$ cat config.mk
export PLATFORM = sky130hd
export DESIGN_NAME = mem_port_arbiter_flat
export DESIGN_NICKNAME = d
export VERILOG_FILES = /design/src/rtl/mem_port_arbiter_if.sv /design/src/rtl/mem_port_arbiter.sv /design/src/flat_wrapper.sv
export SDC_FILE = /design/constraint.sdc
export NUM_CORES = 1
export LEC_CHECK = 0
export ABC_CLOCK_PERIOD_IN_PS = 1800
export CAP_MARGIN = 20
export CORE_MARGIN = 5
export CORE_UTILIZATION = 41
export CTS_CLUSTER_SIZE = 12
export DETAILED_ROUTE_END_ITERATION = 7
export PLACE_DENSITY = 0.85
export SYNTH_ARGS = -nofsm -noshare
export SYNTH_HDL_FRONTEND = slang
export SYNTH_SLANG_ARGS = --single-unit
$ cat constraint.sdc
create_clock -name clk -period 1.8 [get_ports clk]
set_input_delay 0.54 -clock clk [delete_from_list [all_inputs] [get_ports clk]]
set_output_delay 0.54 -clock clk [all_outputs]
set_load 0.005 [all_outputs]
$ cat src/rtl/mem_port_arbiter_if.sv
// Signal bundle between the arbiter, the IF/MEM requesters and the unified memory.
// The arbiter takes the slave view; requesters and memory together form the master side.
interface mem_port_arbiter_if;
    logic        if_req;
    logic [31:0] if_addr;
    logic        if_abort;
    logic        if_ack;
    logic [31:0] if_rdata;
    logic        if_stall;

    logic        d_req;
    logic        d_we;
    logic [31:0] d_addr;
    logic [31:0] d_wdata;
    logic [2:0]  d_u_b_h_w;
    logic        d_ack;
    logic [31:0] d_rdata;
    logic        d_stall;

    logic        mem_en;
    logic        mem_we;
    logic [31:0] mem_addr;
    logic [31:0] mem_wdata;
    logic [2:0]  mem_u_b_h_w;
    logic [31:0] mem_rdata;

    logic        busy;
    logic        grant_d;

    modport slave (
        input  if_req, if_addr, if_abort,
        input  d_req, d_we, d_addr, d_wdata, d_u_b_h_w,
        input  mem_rdata,
        output if_ack, if_rdata, if_stall,
        output d_ack, d_rdata, d_stall,
        output mem_en, mem_we, mem_addr, mem_wdata, mem_u_b_h_w,
        output busy, grant_d
    );

    modport master (
        output if_req, if_addr, if_abort,
        output d_req, d_we, d_addr, d_wdata, d_u_b_h_w,
        output mem_rdata,
        input  if_ack, if_rdata, if_stall,
        input  d_ack, d_rdata, d_stall,
        input  mem_en, mem_we, mem_addr, mem_wdata, mem_u_b_h_w,
        input  busy, grant_d
    );
endinterface

$ cat src/rtl/mem_port_arbiter.sv
// Shares one fixed-latency unified memory between the fetch port and the load/store port.
// Data has priority; a fetch is forced through after STARVE_MAX consecutive data grants.
module mem_port_arbiter #(
    parameter int MEM_LAT    = 1,
    parameter int STARVE_MAX = 4
) (
    input  logic               clk,
    input  logic               rst,
    mem_port_arbiter_if.slave  bus
);

    localparam logic [1:0] IDLE  = 2'd0;
    localparam logic [1:0] ISSUE = 2'd1;
    localparam logic [1:0] WAIT  = 2'd2;
    localparam logic [1:0] ACK   = 2'd3;

    localparam logic [3:0] LAT  = 4'(MEM_LAT);
    localparam logic [3:0] SMAX = 4'(STARVE_MAX);

    logic [1:0]  state;
    logic [3:0]  starve_cnt;
    logic [3:0]  lat_cnt;
    logic        abort_flag;
    logic        sel_d;
    logic        we_q;
    logic [31:0] addr_q;
    logic [31:0] wdata_q;
    logic [2:0]  width_q;
    logic [31:0] if_rdata_q;
    logic [31:0] d_rdata_q;
    logic        grant_data;
    logic        grant_fetch;

    // Arbitration decision, only meaningful while IDLE samples the requests.
    always_comb begin
        grant_data  = 1'b0;
        grant_fetch = 1'b0;
        if (state == IDLE) begin
            if (bus.d_req && (!bus.if_req || starve_cnt != SMAX)) begin
                grant_data = 1'b1;
            end else if (bus.if_req) begin
                grant_fetch = 1'b1;
            end
        end
    end

    always_ff @(posedge clk) begin
        if (rst) begin
            state      <= IDLE;
            starve_cnt <= 4'd0;
            lat_cnt    <= 4'd0;
            abort_flag <= 1'b0;
            sel_d      <= 1'b0;
            we_q       <= 1'b0;
            addr_q     <= 32'd0;
            wdata_q    <= 32'd0;
            width_q    <= 3'd0;
            if_rdata_q <= 32'd0;
            d_rdata_q  <= 32'd0;
        end else begin
            case (state)
                IDLE: begin
                    abort_flag <= 1'b0;
                    if (grant_data) begin
                        sel_d   <= 1'b1;
                        we_q    <= bus.d_we;
                        addr_q  <= bus.d_addr;
                        wdata_q <= bus.d_wdata;
                        width_q <= bus.d_u_b_h_w;
                        state   <= ISSUE;
                        if (!bus.if_req) begin
                            starve_cnt <= 4'd0;
                        end else if (starve_cnt != SMAX) begin
                            starve_cnt <= starve_cnt + 4'd1;
                        end
                    end else if (grant_fetch) begin
                        sel_d      <= 1'b0;
                        we_q       <= 1'b0;
                        addr_q     <= bus.if_addr;
                        wdata_q    <= 32'd0;
                        width_q    <= 3'b010;
                        starve_cnt <= 4'd0;
                        state      <= ISSUE;
                    end
                end
                ISSUE: begin
                    lat_cnt <= LAT;
                    state   <= WAIT;
                    if (!sel_d && bus.if_abort) begin
                        abort_flag <= 1'b1;
                    end
                end
                WAIT: begin
                    lat_cnt <= lat_cnt - 4'd1;
                    if (!sel_d && bus.if_abort) begin
                        abort_flag <= 1'b1;
                    end
                    // An abort arriving in the capture cycle itself must also suppress the data.
                    if (lat_cnt == 4'd1) begin
                        state <= ACK;
                        if (sel_d) begin
                            if (!we_q) begin
                                d_rdata_q <= bus.mem_rdata;
                            end
                        end else if (!abort_flag && !bus.if_abort) begin
                            if_rdata_q <= bus.mem_rdata;
                        end
                    end
                end
                default: begin
                    abort_flag <= 1'b0;
                    state      <= IDLE;
                end
            endcase
        end
    end

    assign bus.mem_en      = (state == ISSUE);
    assign bus.mem_we      = (state == ISSUE) && we_q;
    assign bus.mem_addr    = addr_q;
    assign bus.mem_wdata   = wdata_q;
    assign bus.mem_u_b_h_w = width_q;

    assign bus.if_ack   = (state == ACK) && !sel_d && !abort_flag;
    assign bus.d_ack    = (state == ACK) && sel_d;
    assign bus.if_rdata = if_rdata_q;
    assign bus.d_rdata  = d_rdata_q;
    assign bus.if_stall = bus.if_req && !bus.if_ack;
    assign bus.d_stall  = bus.d_req && !bus.d_ack;

    assign bus.busy    = (state != IDLE);
    assign bus.grant_d = sel_d;

endmodule
$ cat src/flat_wrapper.sv
// flat-port wrapper written by rule: the top's interface ports become plain ports
module mem_port_arbiter_flat 
#(
    parameter int MEM_LAT    = 1,
    parameter int STARVE_MAX = 4
)
  (clk, rst, bus_if_req, bus_if_addr, bus_if_abort, bus_d_req, bus_d_we, bus_d_addr, bus_d_wdata, bus_d_u_b_h_w, bus_mem_rdata, bus_if_ack, bus_if_rdata, bus_if_stall, bus_d_ack, bus_d_rdata, bus_d_stall, bus_mem_en, bus_mem_we, bus_mem_addr, bus_mem_wdata, bus_mem_u_b_h_w, bus_busy, bus_grant_d);
  mem_port_arbiter_if bus_i ();
  input  logic clk;
  input  logic rst;
  input wire logic [$bits(bus_i.if_req)-1:0] bus_if_req;
  input wire logic [$bits(bus_i.if_addr)-1:0] bus_if_addr;
  input wire logic [$bits(bus_i.if_abort)-1:0] bus_if_abort;
  input wire logic [$bits(bus_i.d_req)-1:0] bus_d_req;
  input wire logic [$bits(bus_i.d_we)-1:0] bus_d_we;
  input wire logic [$bits(bus_i.d_addr)-1:0] bus_d_addr;
  input wire logic [$bits(bus_i.d_wdata)-1:0] bus_d_wdata;
  input wire logic [$bits(bus_i.d_u_b_h_w)-1:0] bus_d_u_b_h_w;
  input wire logic [$bits(bus_i.mem_rdata)-1:0] bus_mem_rdata;
  output wire logic [$bits(bus_i.if_ack)-1:0] bus_if_ack;
  output wire logic [$bits(bus_i.if_rdata)-1:0] bus_if_rdata;
  output wire logic [$bits(bus_i.if_stall)-1:0] bus_if_stall;
  output wire logic [$bits(bus_i.d_ack)-1:0] bus_d_ack;
  output wire logic [$bits(bus_i.d_rdata)-1:0] bus_d_rdata;
  output wire logic [$bits(bus_i.d_stall)-1:0] bus_d_stall;
  output wire logic [$bits(bus_i.mem_en)-1:0] bus_mem_en;
  output wire logic [$bits(bus_i.mem_we)-1:0] bus_mem_we;
  output wire logic [$bits(bus_i.mem_addr)-1:0] bus_mem_addr;
  output wire logic [$bits(bus_i.mem_wdata)-1:0] bus_mem_wdata;
  output wire logic [$bits(bus_i.mem_u_b_h_w)-1:0] bus_mem_u_b_h_w;
  output wire logic [$bits(bus_i.busy)-1:0] bus_busy;
  output wire logic [$bits(bus_i.grant_d)-1:0] bus_grant_d;
  assign bus_i.if_req = bus_if_req;
  assign bus_i.if_addr = bus_if_addr;
  assign bus_i.if_abort = bus_if_abort;
  assign bus_i.d_req = bus_d_req;
  assign bus_i.d_we = bus_d_we;
  assign bus_i.d_addr = bus_d_addr;
  assign bus_i.d_wdata = bus_d_wdata;
  assign bus_i.d_u_b_h_w = bus_d_u_b_h_w;
  assign bus_i.mem_rdata = bus_mem_rdata;
  assign bus_if_ack = bus_i.if_ack;
  assign bus_if_rdata = bus_i.if_rdata;
  assign bus_if_stall = bus_i.if_stall;
  assign bus_d_ack = bus_i.d_ack;
  assign bus_d_rdata = bus_i.d_rdata;
  assign bus_d_stall = bus_i.d_stall;
  assign bus_mem_en = bus_i.mem_en;
  assign bus_mem_we = bus_i.mem_we;
  assign bus_mem_addr = bus_i.mem_addr;
  assign bus_mem_wdata = bus_i.mem_wdata;
  assign bus_mem_u_b_h_w = bus_i.mem_u_b_h_w;
  assign bus_busy = bus_i.busy;
  assign bus_grant_d = bus_i.grant_d;
  mem_port_arbiter #(.MEM_LAT(MEM_LAT), .STARVE_MAX(STARVE_MAX)) u_core (.clk(clk), .rst(rst), .bus(bus_i));
endmodule
==> out/metrics.cfg <==
[outcome]
status=complete, but fails checks
violations=negative setup slack

[power_and_ir_drop]
power_density_mw_per_mm2=1130
peakVddDrop_mv=0.917
power_leakage_nw=4.63
power_mw=11.1

[final_layout]
fill_cells=1055
finish.instance_area_mm2=0.00978
drive_gt1_share_pct=13.0
layout.nets=1068
diodes=0
syn_to_final_growth_pct=67.9

[worst_setup_path]
worstPathArrival_ns=1.43
crit_fanout=2
worst_setup_path_end_kind=output port
crit_path_end=bus_if_ack
timing.rr.start=u_core.state[0]$_SDFFE_PP0P_
reg2reg_depth=9
required_ns=1.26
path_class=flop to output port
crit_start=u_core.state[1]$_SDFFE_PP0P_
r2r_setup_slack_ns=-0.02
crit-reg2reg-capture=u_core.bus.if_rdata[15]$_SDFFE_PP0P_
startpoint_type=flop

[detailed_routing]
viasPerCell=5.34
drcViolationCount=0
routed_wl_um=20400
post_drt_wl_per_cell_um=18.3
drtAntennaViolNets=0
num_vias=5956
initialDrtViolationCount=233
dr.pass1.iters=5

[yosys]
syn_inst=639
synth.area.top_cells=dfxtp_1 49%, mux2i_1 11%, nand2_1 6.6%
synth_top_cell_area_share_pct=49.5
yosysTopAreaCell=dfxtp_1
async_flop_share_pct=0
synthesis.nets=784
yosysMostFrequentCell=dfxtp_1
synth_area_per_cell_um2=9.12
yosysWarnings=0
syn_area_mm2=0.00583
synth_edf_count=0
synth_ff_type=dfxtp_1
ys_types=38
yosys_register_bits=144
synth-seq-area-share_pct=49.5
synthTopCellsByCount=144 x dfxtp_1, 103 x nand2_1, 65 x mux2i_1, 63 x o21ai_0, 45 x nor2_1

[placement]
gp_congestion=0.825
postPlaceCellArea_mm2=0.00897
io_buffers=275
place.detailed.hpwl_um=13900

[floorplan]
die_y_um=129
die_w_um=129
num_io_pins=276
core_area_mm2=0.0139
die_area_mm2=0.0167
rows=43
initial_core_util_pct=41.8

[sta]
final-max-slew-violation-count=0
finalHoldViolCount=0
worst_pin_slew_ns=0.363
fin_crit_sh_pct=110
rsz0062_at_grt=true
setup_tns_ns=-0.571
skew_ns=0.0121
clock.fmax_mhz=507
slew_headroom_pct=75.8
min_period_ns=1.97
final.setup.worst_slack_ns=-0.174
setup_viol=10

[grt]
overflow=0
antenna_found_initial=1
grt_pass1_wl_um=30700
grt_pass1_vias=5930
grt_max_degree=52
grtUsageTotal_pct=23.3

[clock_tree]
cts_sinks=144
tritoncts=yes
cts_max_level=4
cts_root_buf=clkbuf_16
clock_path_buffers=2
clock_latency_ns=0.42
clkSlewWorstSetupHoldPaths_ns=0.06
postCtsHoldBufs=0
numCtsBuffers=17

[flow_run]
maxCapViolCount=0

[worst_hold_path]
hold_class=flop to flop

## critical path, cell delays in order, from the launching register on
cell and delay [ns]:
dfxtp_4 0.36, ha_4 0.14, nor3b_4 0.27, buf_4 0.16
buf_6 0.09
## logic make-up after synthesis
logic type / synth area share [%]
buf+inv: 5.80
flops: 49.5
simple gates: 13.6
fa+ha+maj: 1.72
mux: 11.2
compound gates: 18.2
## power by group
| group | internal [mW] | switching [mW] | total (mW) |
|---|---|---|---|
| Clock | 2.14 | 1.33 | 3.47 |
| Combinational | 1.85 | 1.82 | 3.68 |
| Sequential | 3.67 | 0.255 | 3.93 |
## through the flow
step	setup slack (ns)	hold slack (ns)	util, %	std cells
floorplan	0.180	0.451	-	639
global placement	-0.670	0.441	64.4	1072
detailed placement	-0.697	0.446	64.4	1072
CTS	-0.163	0.454	69.1	1111
global route	-0.233	0.468	70.2	1116
finish	-0.174	0.454	70.2	1116
## cell type report
| type | count | area (um^2) | share of cell area, % |
|---|---|---|---|
| flip-flops and latches | 144 | 2900 | 29.6 |
| clock buffers | 22 | 474 | 4.85 |
| well taps | 180 | 225 | 2.30 |
| multi-input cells | 425 | 2770 | 28.3 |
| clock inverters | 10 | 110 | 1.13 |
| repair buffers | 324 | 3260 | 33.4 |
| inverters | 11 | 47.5 | 0.486 |
## registers in the layout, summed over array words and instances (netlist names)
register                flops
u_core.starve_cnt           4
u_core.lat_cnt              4
u_core.bus.mem_addr        32
u_core.bus.if_rdata        32
u_core.bus.mem_wdata       32
u_core.bus.d_rdata         32
u_core.state                2
u_core.bus.mem_u_b_h_w      3
u_core.we_q                 1
u_core.bus.grant_d          1
u_core.abort_flag           1
## repair_timing
action | CTS | global route
resized for setup | 177 | 41
pin swaps | 1 | 3
buffers inserted | 6 | 4
cloned | 2 | 2
setup endpoints to repair | 166 | 98
## metal layers
layer  routed length [um]  up-vias  share of wire [%]  GRT usage [%]
li1                     -     2851                  -              -
met1                 7490     2809                 37           25.4
met2                10200      259                 50           40.2
met3                 2320       35                 11           10.2
met4                  446        2                2.2           8.46
met5                   11        -              0.054              0
## worst min-delay path by stage
stage	from	end	slack (ns)	cells past startpoint
finish	u_core.bus.if_rdata[7]$_SDFFE_PP0P_	u_core.bus.if_rdata[7]$_SDFFE_PP0P_	0.45	2
global route	u_core.bus.if_rdata[13]$_SDFFE_PP0P_	u_core.bus.if_rdata[13]$_SDFFE_PP0P_	0.47	2
CTS	u_core.bus.if_rdata[13]$_SDFFE_PP0P_	u_core.bus.if_rdata[13]$_SDFFE_PP0P_	0.45	2
detailed placement	u_core.bus.if_rdata[13]$_SDFFE_PP0P_	u_core.bus.if_rdata[13]$_SDFFE_PP0P_	0.45	2
global placement	u_core.bus.if_rdata[12]$_SDFFE_PP0P_	u_core.bus.if_rdata[12]$_SDFFE_PP0P_	0.44	2
floorplan	u_core.bus.d_rdata[30]$_SDFFE_PP0P_	u_core.bus.d_rdata[30]$_SDFFE_PP0P_	0.45	2
## cells in the final DEF (no fill, tap or decap), drive strengths merged, types with 2 or more instances in the layout
master	instances
a21oi	30
a311oi	7
a31oi	28
a32oi	35
and2	4
buf	54
bufinv	2
clkbuf	25
clkdlybuf4s50	133
clkinv	5
clkinvlp	4
dfxtp	144
dlygate4sd2	114
dlymetal6s2s	19
ha	8
inv	10
mux2i	65
nand2	103
nand3	9
nand4	3
nand4b	2
nor2	45
nor2b	3
nor3	4
nor3b	2
o21ai	63
Power figures use the tool's default switching activity.
